<file path="config.mk">
export PLATFORM = sky130hd
export DESIGN_NAME = dmem_access_unit
export DESIGN_NICKNAME = d
export VERILOG_FILES = /design/src/rtl/dmem_pkg.sv /design/src/rtl/dmem_access_unit.sv
export SDC_FILE = /design/constraint.sdc
export NUM_CORES = 1
export LEC_CHECK = 0
export BUFFER_PORTS_ARGS = -buffer_cell sky130_fd_sc_hd__buf_4
export CORE_ASPECT_RATIO = 1.75
export CORE_MARGIN = 4
export CORE_UTILIZATION = 51
export DETAILED_ROUTE_END_ITERATION = 7
export PLACE_DENSITY = 0.85
export SLEW_MARGIN = 20
export SYNTH_ARGS = -nofsm -noshare
export SYNTH_HDL_FRONTEND = slang
export SYNTH_SLANG_ARGS = --single-unit
</file>
<file path="constraint.sdc">
create_clock -name clk -period 5.09 [get_ports clk]
set_input_delay 1.018 -clock clk [delete_from_list [all_inputs] [get_ports clk]]
set_output_delay 1.018 -clock clk [all_outputs]
set_load 0.05 [all_outputs]
</file>
<file path="src/rtl/dmem_pkg.sv">
// Shared definitions for the data-memory access unit: FSM encoding,
// address-slice constants and the access-fault classifier.
package dmem_pkg;

  localparam int BOFS_W  = 2;          // byte offset inside a 32-bit word
  localparam int DMEM_AW = 6;          // default word-address width
  localparam int WIDX_LO = BOFS_W;     // low bit of the word index in a byte address

  typedef logic [2:0] state_t;

  localparam state_t ST_IDLE    = 3'd0;
  localparam state_t ST_WR      = 3'd1;
  localparam state_t ST_RD      = 3'd2;
  localparam state_t ST_RD_WAIT = 3'd3;
  localparam state_t ST_RESP    = 3'd4;

  localparam logic [1:0] FAULT_NONE     = 2'd0;
  localparam logic [1:0] FAULT_MISALIGN = 2'd1;
  localparam logic [1:0] FAULT_RANGE    = 2'd2;

  // Misalignment takes priority; anything above the memory's byte range is RANGE.
  function automatic logic [1:0] fault_cause(input logic [31:0] addr, input int aw);
    logic [31:0] hi;
    hi = addr >> (aw + BOFS_W);
    if (addr[BOFS_W-1:0] != 2'd0) begin
      fault_cause = FAULT_MISALIGN;
    end else if (hi != 32'd0) begin
      fault_cause = FAULT_RANGE;
    end else begin
      fault_cause = FAULT_NONE;
    end
  endfunction

endpackage

</file>
<file path="src/rtl/dmem_access_unit.sv">
// MEM-stage initiator: accepts one load/store per handshake, drives the data
// memory strobes and returns load data; bad addresses raise a fault pulse.
module dmem_access_unit
  import dmem_pkg::*;
#(
  parameter int AW     = DMEM_AW,
  parameter int DW     = 32,
  parameter int RD_LAT = 1
) (
  input  logic          clk,
  input  logic          res,
  input  logic          req_valid,
  output logic          req_ready,
  input  logic          req_we,
  input  logic [31:0]   req_addr,
  input  logic [DW-1:0] req_wdata,
  input  logic [4:0]    req_rd,
  output logic          memwr,
  output logic          memrd,
  output logic [DW-1:0] data,
  output logic [AW-1:0] address,
  input  logic [DW-1:0] datao,
  output logic          wb_valid,
  output logic [4:0]    wb_rd,
  output logic [DW-1:0] wb_data,
  output logic          fault,
  output logic [31:0]   fault_addr,
  output logic          busy
);

  // RD_WAIT lasts RD_LAT cycles: the counter runs RD_LAT-1 down to 0 inclusive.
  localparam logic [1:0] LAT_INIT = 2'(RD_LAT - 1);

  state_t     state_r, state_n;
  logic [1:0] cnt_r, cnt_n;
  logic [4:0] rd_r;
  logic [1:0] cause_s;
  logic       accept_s;

  assign cause_s  = fault_cause(req_addr, AW);
  assign accept_s = (state_r == ST_IDLE) && req_valid;

  // Next-state and latency-counter logic.
  always_comb begin
    state_n = state_r;
    cnt_n   = cnt_r;
    case (state_r)
      ST_IDLE: begin
        if (req_valid) begin
          if (cause_s != FAULT_NONE) state_n = ST_IDLE;
          else if (req_we)           state_n = ST_WR;
          else                       state_n = ST_RD;
        end else begin
          state_n = ST_IDLE;
        end
      end
      ST_WR:   state_n = ST_IDLE;
      ST_RD: begin
        state_n = ST_RD_WAIT;
        cnt_n   = LAT_INIT;
      end
      ST_RD_WAIT: begin
        if (cnt_r == 2'd0) begin
          state_n = ST_RESP;
        end else begin
          cnt_n = cnt_r - 2'd1;
        end
      end
      ST_RESP: state_n = ST_IDLE;
      default: state_n = ST_IDLE;
    endcase
  end

  // State and registered outputs, all decoded from the next state.
  always_ff @(posedge clk) begin
    if (res) begin
      state_r    <= ST_IDLE;
      cnt_r      <= 2'd0;
      rd_r       <= 5'd0;
      req_ready  <= 1'b1;
      busy       <= 1'b0;
      memwr      <= 1'b0;
      memrd      <= 1'b0;
      data       <= '0;
      address    <= '0;
      wb_valid   <= 1'b0;
      wb_rd      <= 5'd0;
      wb_data    <= '0;
      fault      <= 1'b0;
      fault_addr <= 32'd0;
    end else begin
      state_r   <= state_n;
      cnt_r     <= cnt_n;
      req_ready <= (state_n == ST_IDLE);
      busy      <= (state_n != ST_IDLE);
      memwr     <= (state_n == ST_WR);
      memrd     <= (state_n == ST_RD);
      wb_valid  <= (state_n == ST_RESP);
      fault     <= accept_s && (cause_s != FAULT_NONE);
      if (accept_s && (cause_s != FAULT_NONE)) begin
        fault_addr <= req_addr;
      end
      if (accept_s && (cause_s == FAULT_NONE)) begin
        address <= req_addr[AW+WIDX_LO-1:WIDX_LO];
        if (req_we) begin
          data <= req_wdata;
        end else begin
          rd_r <= req_rd;
        end
      end
      // datao is valid in the last RD_WAIT cycle.
      if ((state_r == ST_RD_WAIT) && (state_n == ST_RESP)) begin
        wb_data <= datao;
        wb_rd   <= rd_r;
      end
    end
  end

endmodule

</file>
# Yosys cells after proc, flatten, opt, wreduce, memory -nomap -nowiden

Index checks and enable logic that the tools add are counted.

Flip-flop bits (word level): 123
Bits in latches: 0
Bits in writable memories: 0
ROM bits: 0
Input bits: 105
Memories kept: 0

$add $sub $neg: 1
Multipliers: 0
Divide/modulo/power cells: 0
Magnitude comparators: 0
Equality and inequality tests: 6
Shift-type cells: 0
Mux-type cells: 9
Bitwise logic cells: 1
Reductions and logical operators: 16

Operators by type and width:

| kind                | count |
|---|---|
| $reduce_bool 32->1  | 1 |
| $mux 2              | 5 |
| $eq 3x2->1 const B  | 3 |
| $pmux 3 s3          | 1 |
| $logic_not 3->1     | 2 |
| $mux 3              | 2 |
| $reduce_and 2->1    | 3 |
| $reduce_bool 2->1   | 3 |
| $logic_and 1x1->1   | 4 |
| $logic_not 2->1     | 2 |
| $pmux 2 s2          | 1 |
| $eq 3x1->1 const B  | 1 |
| $eq 3x3->1 const B  | 1 |
| $reduce_bool 3->1   | 1 |
| $ne 2x2->1 const B  | 1 |
| $sub 2x1->2 const B | 1 |
| $not 1->1           | 1 |

# Depth between registers and ports, before layout

Gate-level depths: netlist (run 1).

Depth in word-level cells: 9
Depth in mapped cells: 7
Depth with buffers taken out: 6

# Worst setup path after synthesis (run 1)

No wires, ideal clock.

Kind: input -> register
From: input port req_addr[24]
To: register data[10]
Library setup time: 72 ps
Data arrival time: 2819 ps
Setup slack: 2199 ps
Cell stages on the path: 6
Path buffers: 2
Cell sequence: or4_4 > or3_1 > buf_2 > nor4_4 > buf_6 > mux2i_1

Longest elaborated chain between the ends: 6

RTL lines:

| element                    | line                    | text |
|---|---|---|
| start: declaration         | dmem_access_unit.sv:15  | `input logic [31:0] req_addr,` |
| $reduce_bool 32->1         | dmem_pkg.sv:27          | `end else if (hi != 32'd0) begin` |
| $mux 2                     | dmem_pkg.sv:27          |  |
| $mux 2                     | dmem_pkg.sv:25          | `if (addr[BOFS_W-1:0] != 2'd0) begin` |
| $logic_not 2->1            | dmem_access_unit.sv:103 | `if (accept_s && (cause_s == FAULT_NONE)) begin` |
| $logic_and 1x1->1          | dmem_access_unit.sv:103 |  |
| $reduce_and 2->1 (no line) | n/a                     |  |
| end signal: assignment     | dmem_access_unit.sv:106 | `data <= req_wdata;` |
| end: declaration           | dmem_access_unit.sv:20  | `output logic [DW-1:0] data,` |

Every way passes these cells.
A chain may end at the register's enable or synchronous reset.

# Worst setup path after layout (run 1)

From: input port req_addr[18]
To: register data[3]

The elaborated chain is that of the path after synthesis.

==> metrics.txt, run 1 <==
P_sw=0.0005846 W; max incr delay on CP=0.74 ns; std cell rows=48; I/O pin cnt=218; die width=83.55 um; met3 Usage GRT=0.08534; critical path required time=around 5.4 ns; relative slew slack=0.3127; Cell Pwr Density=330.2 nW/um^2; met1 Use GR=0.2689; count of buffers from port buffering=217; CTS H-tree depth=4; Slowest cell on crit path=or3_1; Clk Latency, worst-skew pair=0.41 ns; critical path capture point type=flip-flop; post-route ant nets=0; max cap viols=0; combinational share of power=0.100; 1st-iter DRT viols=approximately 220; cts hold-fix bufs=0; Fin. Hold Viols=0; # Post-CTS Setup Buffers=0; maximum clock frequency=309.8 MHz; post-synth net total=a little under 700; Max Slew Vio Count=0; Cells after Synth=573; post-synth top area cell=dfxtp_1; area delta synth->final=43.87%; library cells used by synthesis=33; CP bufs+invs=2; Seq pwr share=0.411; cell-internal power=0.001835 W; Synth Register Bits=123; sequential cell area=2462 um^2; Fin Hold WS=0.4519 ns; Post-route DRC=0; Cell Area, Synth=between 5000 and 6000 um^2; min Tclk post-route=3.228 ns; unrepaired setup endpoints after global routing=false; gr busiest metal=met2; Top delay family on crit path=simple AND/OR/NAND/NOR gates; crit path DAT=3.55 ns; worst hold path class=flip-flop to flip-flop; # setup viols final=0; Vias=4849; number of synthesized flops with an enable pin=0; gr usage total=0.2506; crit start category=input pin; largest fanout on the critical path=32; hold path start=wb_data[19]$_SDFFE_PP0P_; number of global-route vias before repair=4909; TritonCTS clock tree=done; die boundary height=140.2 um; Tcrit/Tclk final=0.6342; largest net degree at the start of global routing=143; CTS clk-pin slew, worst paths=0.06 ns; clock network fraction of total power=0.489; number of fill cells=678; Most used DFF post-synth=dfxtp_1; CTS max path bufs=2; grt ovf=0; routability cong.=0.8579; Gates resized, CTS repair=0; critical path launch point=req_addr[18]; clock root buffer=clkbuf_16; cell mode on critical path=buf_4; Synth Area per Inst=8.889 um^2; layout cell share with drive strength beyond 1=0.3350; ys async rst share=0; synth top area cells=dfxtp_1, nand2b_1, mux2i_1, nand2_1, a21oi_1; DRT Pass-1 Iters=5; Core Area=9789 um^2; die area=11710 um^2; nets=872; static leakage=around 2.9 nW; post-synthesis sequential area ratio=0.4834; initial antenna violation count=0; area of the multi-input gates=roughly 2400 um^2; initial core utilization=0.5203; switching part of the total=0.2416; measured slew at the worst slew-check pin=1.031 ns; crit-path cells=buf_4 -> or4_1 -> or3_1 -> nor4_4 -> buf_4 -> mux2i_1; final WL=around 15 mm; Setup TNS Final=0 ns; HPWL Detailed=10.40 mm; wire per inst=16.31 um; crit path kind=input pin to flip-flop; clk sink count=123; vias per cell=5.364; global-route wire length before repair=23.98 mm; outcome=finished, final reports clean; maximum vdd drop=~250 uV; Layout Skew=slightly below 0.006 ns; met2 Usage GRT=0.4404; top cell type's share of synthesized area=0.4834; Num CTS Buffers=17; RR Startpoint=state_r[0]$_SDFF_PP0_; number of diodes=0; Yosys warnings=0
## flip-flops by register name, summed over array words and instances, names as in the netlist, 2 cells and up
name and flops:
fault_addr 32, cnt_r 2, address 6, rd_r 5
state_r 3, wb_data 32, wb_rd 5, data 32
## Yosys cell counts (all sizes together) (2+ instances only)
| master | count |
|---|---|
| inv | 4 |
| a31oi | 20 |
| mux2i | 37 |
| or3 | 3 |
| a21oi | 57 |
| clkbuf | 44 |
| nand4 | 9 |
| a32oi | 8 |
| nor4 | 7 |
| dfxtp | 123 |
| o31ai | 6 |
| nand3b | 18 |
| nand2 | 79 |
| nand3 | 14 |
| nor2 | 3 |
| buf | 5 |
| nand2b | 92 |
| nor2b | 2 |
| or4 | 3 |
| o21ai | 18 |
| and2 | 14 |
## metrics by stage
step | area (um^2) | worst slack (ns) | total power, W | std cells | utilization
after global routing | 7328 | 1.717 | 0.002505 | 904 | 0.7486
after detailed placement | 6728 | 1.455 | 0.001255 | 872 | 0.6872
after floorplan | 5094 | 2.199 | 0.001142 | 573 | -
after global placement | 6728 | 1.551 | 0.001249 | 872 | 0.6872
final | 7328 | 1.862 | 0.002420 | 904 | 0.7486
after CTS | 7325 | 1.877 | 0.002440 | 904 | 0.7482
## power by group through the flow
| stage | Sequential (W) | Clock [W] | Combinational [W] |
|---|---|---|---|
| 2_1_floorplan | 0.00107 | 0 | 0.0000690 |
| 3_3_place_gp | 0.00101 | 0 | 0.000236 |
| 3_5_place_dp | 0.00101 | 0 | 0.000241 |
| 4_1_cts | 0.000993 | 0.00120 | 0.000243 |
| 5_1_grt | 0.000995 | 0.00125 | 0.000258 |
| 6_report | 0.000994 | 0.00118 | 0.000243 |
## tightest hold or removal path: cells and delay by family (launching register included)
family | cells | cell delay [ns]
AO/OA/AOI/OAI | 1 | 0.05
AND/OR/NAND/NOR | 1 | 0.05
flip-flops | 1 | 0.31
## placed cells by master (no fill, tap or decap), types with 2 or more instances in the layout
master,Yosys,final
a21oi_1,57,56
a31oi_1,20,20
a32oi_1,8,8
and2_1,14,14
buf_4,0,223
bufinv_16,0,2
clkbuf_16,0,17
clkbuf_8,0,2
clkinv_4,0,2
clkinvlp_4,0,7
dfxtp_1,123,123
inv_1,4,4
mux2i_1,37,37
nand2_1,79,79
nand2b_1,92,92
nand3_1,14,14
nand3b_1,18,18
nand4_1,9,9
nor2_1,3,3
nor2b_1,2,2
nor4_1,5,5
nor4_4,2,2
o21ai_0,14,14
o21ai_1,4,4
o31ai_1,6,6
or3_1,3,3
or4_1,2,2
## cells by family (layout without fill, tap and decap cells)
kind of cell / Yosys count / after routing / synth area share
DFF: 123 / 123 / 0.4834
buffers and inverters: 53 / 259 / 0.04372
AOI/OAI and AO/OA: 110 / 110 / 0.1223
adders and majority gates: 1 / 1 / 0.002456
and+or+nand+nor: 249 / 249 / 0.2754
muxes: 37 / 37 / 0.07271
## final timing paths
kind,to,slack [ns],depth (start not counted)
setup / recovery,data[3]$_SDFFE_PP0P_,1.86,6
setup reg to reg,data[3]$_SDFFE_PP0P_,2.59,4
hold reg to reg,wb_data[19]$_SDFFE_PP0P_,0.45,2
hold / removal,wb_data[19]$_SDFFE_PP0P_,0.45,2
## area by class of cell
cell class,instances,share of cell area
clock buffer,19,0.06181
clock inverter,13,0.01963
inverter,4,0.002049
multi-input combinational,397,0.3307
sequential,123,0.3360
tap,125,0.02134
timing repair buffer,223,0.2284
## metal layers
metal	wire length (um)	vias to the layer above	part of all wire
met2	7745	199	0.53
met3	1035	37	0.070
met5	0	-	0
met1	5421	2258	0.37
met4	538	0	0.036
li1	-	2355	-
(Power assumes the default switching activity.)
==> run 2, diff against run 1 <==
Settings changed: ABC_AREA set to 1, CORE_UTILIZATION 51 to 41, PLACE_DENSITY 0.85 to 0.75.
Clock period 5.09 ns to 2.92 ns, I/O delays scaled along.
==> run 2 against run 1 <==
Clock power grew 53%. Cell count grew 8.5%. Critical path type unchanged. Highest routed layer unchanged. Critical path depth grew 3. Critical endpoint is now rd_r[3]$_SDFFE_PP0P_. Largest power group unchanged. Combinational power grew 53%. Non-clock buffer count shrank 1. Sequential cell count is the same. Sequential power grew 74%.
==> metrics.txt, run 2 <==
crit path kind=input pin to flip-flop; RR Startpoint=state_r[2]$_SDFF_PP0_; gr usage total=0.2031 (-0.04759); Fin. Hold Viols=0 (unchanged); std cell rows=50 (+4.2%); Tcrit/Tclk final=0.6315; reg-to-reg endpoint=fault_addr[9]$_SDFFE_PP0P_; max incr delay on CP=0.44 ns (-0.30 ns); cell mode on critical path=nand2_1; top cell type's share of synthesized area=0.5410 (+0.05754); I/O pin cnt=218 (unchanged); # setup viols final=0 (unchanged); initial core utilization=0.4230 (-0.09730); global-route wire length before repair=20.54 mm (-14%); post-synthesis sequential area ratio=0.5410 (+0.05754); maximum vdd drop=469.4 uV (+87%); critical path required time=3.25 ns (-2.16 ns); wire per inst=13.53 um (-17%); post-synth top area cell=dfxtp_1; ys async rst share=0 (unchanged); TritonCTS clock tree=done; hold path start=req_wdata[8]; static leakage=3.394 nW (+15%); Core Area=10760 um^2 (+9.9%); number of synthesized flops with an enable pin=0 (unchanged); area delta synth->final=48.27%; post-synth net total=740 (+9.0%); CTS clk-pin slew, worst paths=0.05 ns (about the same); cts hold-fix bufs=0 (unchanged); Slowest cell on crit path=nand3_1; Max Slew Vio Count=0 (unchanged); crit-path cells=buf_4 -> or2_1 -> nor2_1 -> nand2_1 -> nor2_2 -> nand3_1 -> nand2_1 -> nand2_1 -> nor2_1; DRT Pass-1 Iters=4 (-1); CTS H-tree depth=4 (unchanged); WHS Endpoint=data[8]$_SDFFE_PP0P_; met3 Usage GRT=0.05521 (-0.03013); FF-to-FF path depth=7 (+3); biggest regs=data: 32 flops, fault_addr: 32 flops, wb_data: 32 flops; final cell count without fillers=981 (+8.5%); die area=12920 um^2 (+10%); worst hold path class=input pin to flip-flop; die boundary height=147.4 um (+5.1%); count of buffers from port buffering=217 (unchanged); clock root buffer=clkbuf_16; clk sink count=123 (unchanged); Power, Total=0.003910 W (+62%); 1st-iter DRT viols=174 (-21%); met2 Usage GRT=0.3701 (-0.07026); initial antenna violation count=0 (unchanged); synth top area cells=dfxtp_1, nor2_1, nand2_1, o21ai_0, a21oi_1; Setup TNS Final=0 ns (unchanged); min Tclk post-route=1.844 ns; unrepaired setup endpoints after global routing=false; die width=87.65 um (+4.9%); # Post-CTS Setup Buffers=0 (unchanged); max cap viols=0 (unchanged); crit path DAT=2.18 ns (-1.37 ns); commonest cells in the netlist=nor2_1, nand2_1, dfxtp_1; met1 Use GR=0.1979 (-0.07101); layout cell share with drive strength beyond 1=0.2985 (-0.03657); outcome=finished, final reports clean; HPWL Detailed=9.856 mm (-5.3%); gr busiest metal=met2; measured slew at the worst slew-check pin=0.9537 ns (-0.07728 ns); largest fanout on the critical path=14 (-56%); number of diodes=0 (unchanged); vias per cell=4.713 (-12%); Gates resized, CTS repair=0 (unchanged); CTS max path bufs=2 (unchanged); Placed Area=6238 um^2 (-7.3%); commonest non-fill, non-tap cell in the layout=buf_4; library cells used by synthesis=21 (-36%); Cell Pwr Density=579.3 nW/um^2 (+75%); fin area=6749 um^2 (-7.9%); Layout Skew=0.007189 ns (+0.001225 ns); Post-route DRC=0 (unchanged); FF-to-FF setup slack=1.12 ns (-1.47 ns); grt ovf=0 (unchanged); critical path capture point type=flip-flop; Cells after Synth=634 (+11%); post-route ant nets=0 (unchanged); number of global-route vias before repair=4569 (-6.9%); routability cong.=0.8059 (-6.1%); final WL=13.27 mm (-10%); Cell Area, Synth=4552 um^2 (-11%); crit start category=input pin; Vias=4623 (-4.7%); Num CTS Buffers=17 (unchanged); worst hold stages=3 (+1); placed cell count=951 (+9.1%); most frequent cells in the layout=buf_4, nor2_1, nand2_1, dfxtp_1, inv_1; Most used DFF post-synth=dfxtp_1; largest net degree at the start of global routing=69 (-52%); most common cell in the netlist=nor2_1; nets=946 (+8.5%); Clk Latency, worst-skew pair=0.40 ns (about the same); Synth Register Bits=123 (unchanged); maximum clock frequency=between 500 and 600 MHz; relative slew slack=0.3635 (+0.05082); Yosys warnings=0 (unchanged); Synth Area per Inst=7.180 um^2 (-19%)
run 2: changes by cell type in the layout (fill, tap and decap cells not counted), sizes merged, moves of 17 or more:
cell / delta
a31oi: -20
nand2: +78
nor2: +170
inv: +45
mux2i: -37
nand2b: -92
nand3b: -17
a21oi: -18
o21ai: +26
run 2: cells by family (layout without fill, tap and decap cells):
| group | count (synthesis) | in the layout | synth area share |
|---|---|---|---|
| DFF | 123 | 123 | 0.5410 |
| and+or+nand+nor | 341 | 341 | 0.2873 |
| buffers and inverters | 85 | 302 | 0.07531 |
| adders and majority gates | 1 | 1 | 0.002748 |
| AOI/OAI and AO/OA | 84 | 84 | 0.09374 |
run 2: layer usage:
metal / part of all wire / vias to the layer above
li1: - / 2343
met1: 0.35 / 2072
met2: 0.54 / 176
met3: 0.072 / 32
met4: 0.041 / 0
met5: 0 / -
run 2: worst max-delay path by stage:
| stage | endpoint | slack (ns) | depth (start not counted) | start |
|---|---|---|---|---|
| after floorplan | data[10]$_SDFFE_PP0P_ | 1.15 | 9 | req_addr[8] |
| after global placement | rd_r[3]$_SDFFE_PP0P_ | 0.68 | 8 | req_addr[8] |
| after detailed placement | rd_r[3]$_SDFFE_PP0P_ | 0.68 | 9 | req_addr[8] |
| after CTS | rd_r[3]$_SDFFE_PP0P_ | 1.09 | 9 | req_addr[8] |
| after global routing | wb_data[14]$_SDFFE_PP0P_ | 0.85 | 7 | state_r[0]$_SDFF_PP0_ |
| final | rd_r[3]$_SDFFE_PP0P_ | 1.08 | 9 | req_addr[8] |
run 2: area by class of cell:
type,instances,area (um^2)
Clock buffer,21,460.4
Tap cell,130,162.7
Fill cell,982,4011
Timing Repair Buffer,222,1679
Multi-Input combinational cell,426,1747
Inverter,50,187.7
Clock inverter,9,50.05
Sequential cell,123,2462
run 2: critical path: cells and delay by family:
kind,cells,cell delay (ns)
and+or+nand+nor,8,1.46
buffers and inverters,1,0.11
run 2: power breakdown:
part	switching [W]	internal, W
registers	0.0000184	0.00171
logic	0.000219	0.000154
clock network	0.000700	0.00110
total	0.000938	0.00297
run 2: through the flow:
step	util	hold slack [ns]	setup WS [ns]
2_1_floorplan	-	0.4297	1.150
3_3_place_gp	0.5798	0.4387	0.6778
3_5_place_dp	0.5798	0.4497	0.6802
4_1_cts	0.6272	0.3910	1.089
5_1_grt	0.6272	0.3901	0.8542
6_report	0.6272	0.4021	1.076
==> run 3, diff against run 2 <==
Clock period 2.92 ns to 1.5 ns, I/O delays scaled along.
==> run 3 against run 2 <==
Global-route usage increased by 0.12 points. Critical endpoint is now memrd$_SDFF_PP0_. Largest power group unchanged. Setup slack got worse by 0.95 ns. Design area increased by 2.9%. Utilization increased by 1.8 points. Critical path type is now flip-flop to flip-flop.
==> metrics.txt, run 3 (synthesized netlist as in run 2, its figures left out) <==
outcome=finished, final reports clean; measured slew at the worst slew-check pin=0.3807 ns (-0.5730 ns); Setup TNS Final=0 ns (unchanged); max cap viols=0 (unchanged); number of fill cells=940 (-4.3%); largest fanout on the critical path=8 (-6); layout cell share with drive strength beyond 1=0.3089 (+0.01047); TritonCTS clock tree=done; Slowest cell on crit path=a211oi_1; most frequent cells in the layout=buf_4, nor2_1, nand2_1, dfxtp_1, inv_1; die boundary height=147.4 um (unchanged); crit start category=flip-flop; Max Slew Vio Count=0 (unchanged); grt ovf=0 (unchanged); 1st-iter DRT viols=188 (+8.0%); std cell rows=50 (unchanged); initial core utilization=0.4230 (unchanged); DRT Pass-1 Iters=4 (unchanged); crit path kind=flip-flop to flip-flop; critical path capture point type=flip-flop; CTS max path bufs=2 (unchanged); sequential cell area=2462 um^2 (unchanged); routability cong.=0.8599 (+6.7%); Seq pwr share=0.419 (-0.024); nets=956 (+1.1%); unrepaired setup endpoints after global routing=true; cell mode on critical path=nand2_1; Clk Latency, worst-skew pair=0.40 ns (about the same); Post-route DRC=0 (unchanged); initial antenna violation count=0 (unchanged); Tcrit/Tclk final=0.9153; maximum vdd drop=933.1 uV (+99%); cell-internal power=0.006239 W (+110%); biggest regs=data: 32 flops, fault_addr: 32 flops, wb_data: 32 flops; combinational share of power=0.092 (-0.003); Num CTS Buffers=17 (unchanged); P_sw=0.001803 W (+92%); max incr delay on CP=0.35 ns (-0.09 ns); Fin Hold WS=0.1167 ns (-0.2854 ns); vias per cell=4.674 (-0.82%); area of the multi-input gates=1749 um^2 (+0.14%); static leakage=3.490 nW (+2.8%); Vias=4632 (+0.19%); Core Area=10760 um^2 (unchanged); I/O pin cnt=218 (unchanged); Top delay family on crit path=compound AO/OA/AOI/OAI gates; largest net degree at the start of global routing=69 (unchanged); # setup viols final=0 (unchanged); CTS clk-pin slew, worst paths=0.05 ns (about the same); Final Util=0.6457 (+0.01849); number of diodes=0 (unchanged); clock root buffer=clkbuf_16; critical path required time=1.83 ns (-1.42 ns); crit-path cells=inv_1 -> ha_1 -> a211oi_1 -> inv_2 -> nand2_1 -> nand2_1 -> nor2_1; area delta synth->final=52.64%; post-route ant nets=0 (unchanged); die area=12920 um^2 (unchanged); Fin. Hold Viols=0 (unchanged); relative slew slack=0.7462 (+0.3827); clock network fraction of total power=0.489 (+0.027); final WL=13.16 mm (-0.80%); count of buffers from port buffering=217 (unchanged); global-route wire length before repair=20.82 mm (+1.3%); Cell Pwr Density=1158 nW/um^2 (+100%); CP bufs+invs=2 (+1); crit path DAT=1.71 ns (-0.47 ns); HPWL Detailed=9.955 mm (+1.0%); Layout Skew=0.01128 ns (+0.004096 ns); CTS H-tree depth=4 (unchanged); gr usage total=0.2043 (+0.001204); Power, Total=0.008043 W (+110%); clk sink count=123 (unchanged); # Post-CTS Setup Buffers=0 (unchanged); wire per inst=13.28 um (-1.8%); die width=87.65 um (unchanged); maximum clock frequency=about 730 MHz; switching part of the total=0.2242 (-0.01561); min Tclk post-route=between 1 and 1.5 ns; worst hold path class=input pin to flip-flop; number of global-route vias before repair=4553 (-0.35%); commonest non-fill, non-tap cell in the layout=buf_4
## run 3: cell types whose count changed in the layout (fill, tap and decap cells not counted), sizes merged
cell,before,now
buf,222,232
clkbuf,21,23
bufinv,0,2
clkinv,7,3
## run 3: per-layer routing
metal	track usage	part of all wire	up-vias
li1	-	-	2361
met1	0.1935	0.35	2070
met2	0.3731	0.54	164
met3	0.06191	0.067	37
met4	0.1183	0.045	0
met5	0	0	-
## run 3: per-stage QoR
step	std cells	setup WS, ns	area (um^2)
after global placement	961	-0.1402	6364
after detailed placement	961	-0.1949	6364
after floorplan	634	0.01357	4552
after global routing	991	-0.01853	6948
final	991	0.1270	6948
after CTS	991	0.08004	6942
## run 3: final cells by class
class	count	share of cell area
multi-input combinational	426	0.2518
tap	130	0.02341
inverter	50	0.02701
timing repair buffer	232	0.2602
clock inverter	7	0.01297
clock buffer	23	0.07023
sequential	123	0.3544
## run 3: repair_timing
action,4_1_cts,5_1_grt
resized for setup,0,3
hold buffers,0,0
setup endpoints to repair,0,21
## run 3: worst paths after layout
path                                            start                     to  slack (ns)  depth (start not counted)
worst max-delay path            cnt_r[0]$_SDFFE_PP0P_       memrd$_SDFF_PP0_        0.13                          7
worst min-delay path                    req_wdata[16]  data[16]$_SDFFE_PP0P_        0.12                          3
worst max register to register  cnt_r[0]$_SDFFE_PP0P_       memrd$_SDFF_PP0_        0.13                          7
worst min register to register   rd_r[0]$_SDFFE_PP0P_  wb_rd[0]$_SDFFE_PP0P_        0.45                          2
## run 3: worst min-delay path: stages
cell and delay, ns:
buf_4 0.08, nor2_1 0.03, nor2_1 0.08
## run 3: power groups by stage
stage	Sequential (W)	Combinational, W	Clock, W
floorplan	0.00365	0.000146	0
global placement	0.00343	0.000732	0
detailed placement	0.00344	0.000743	0
CTS	0.00337	0.000747	0.00402
global route	0.00337	0.000794	0.00419
finish	0.00337	0.000743	0.00393
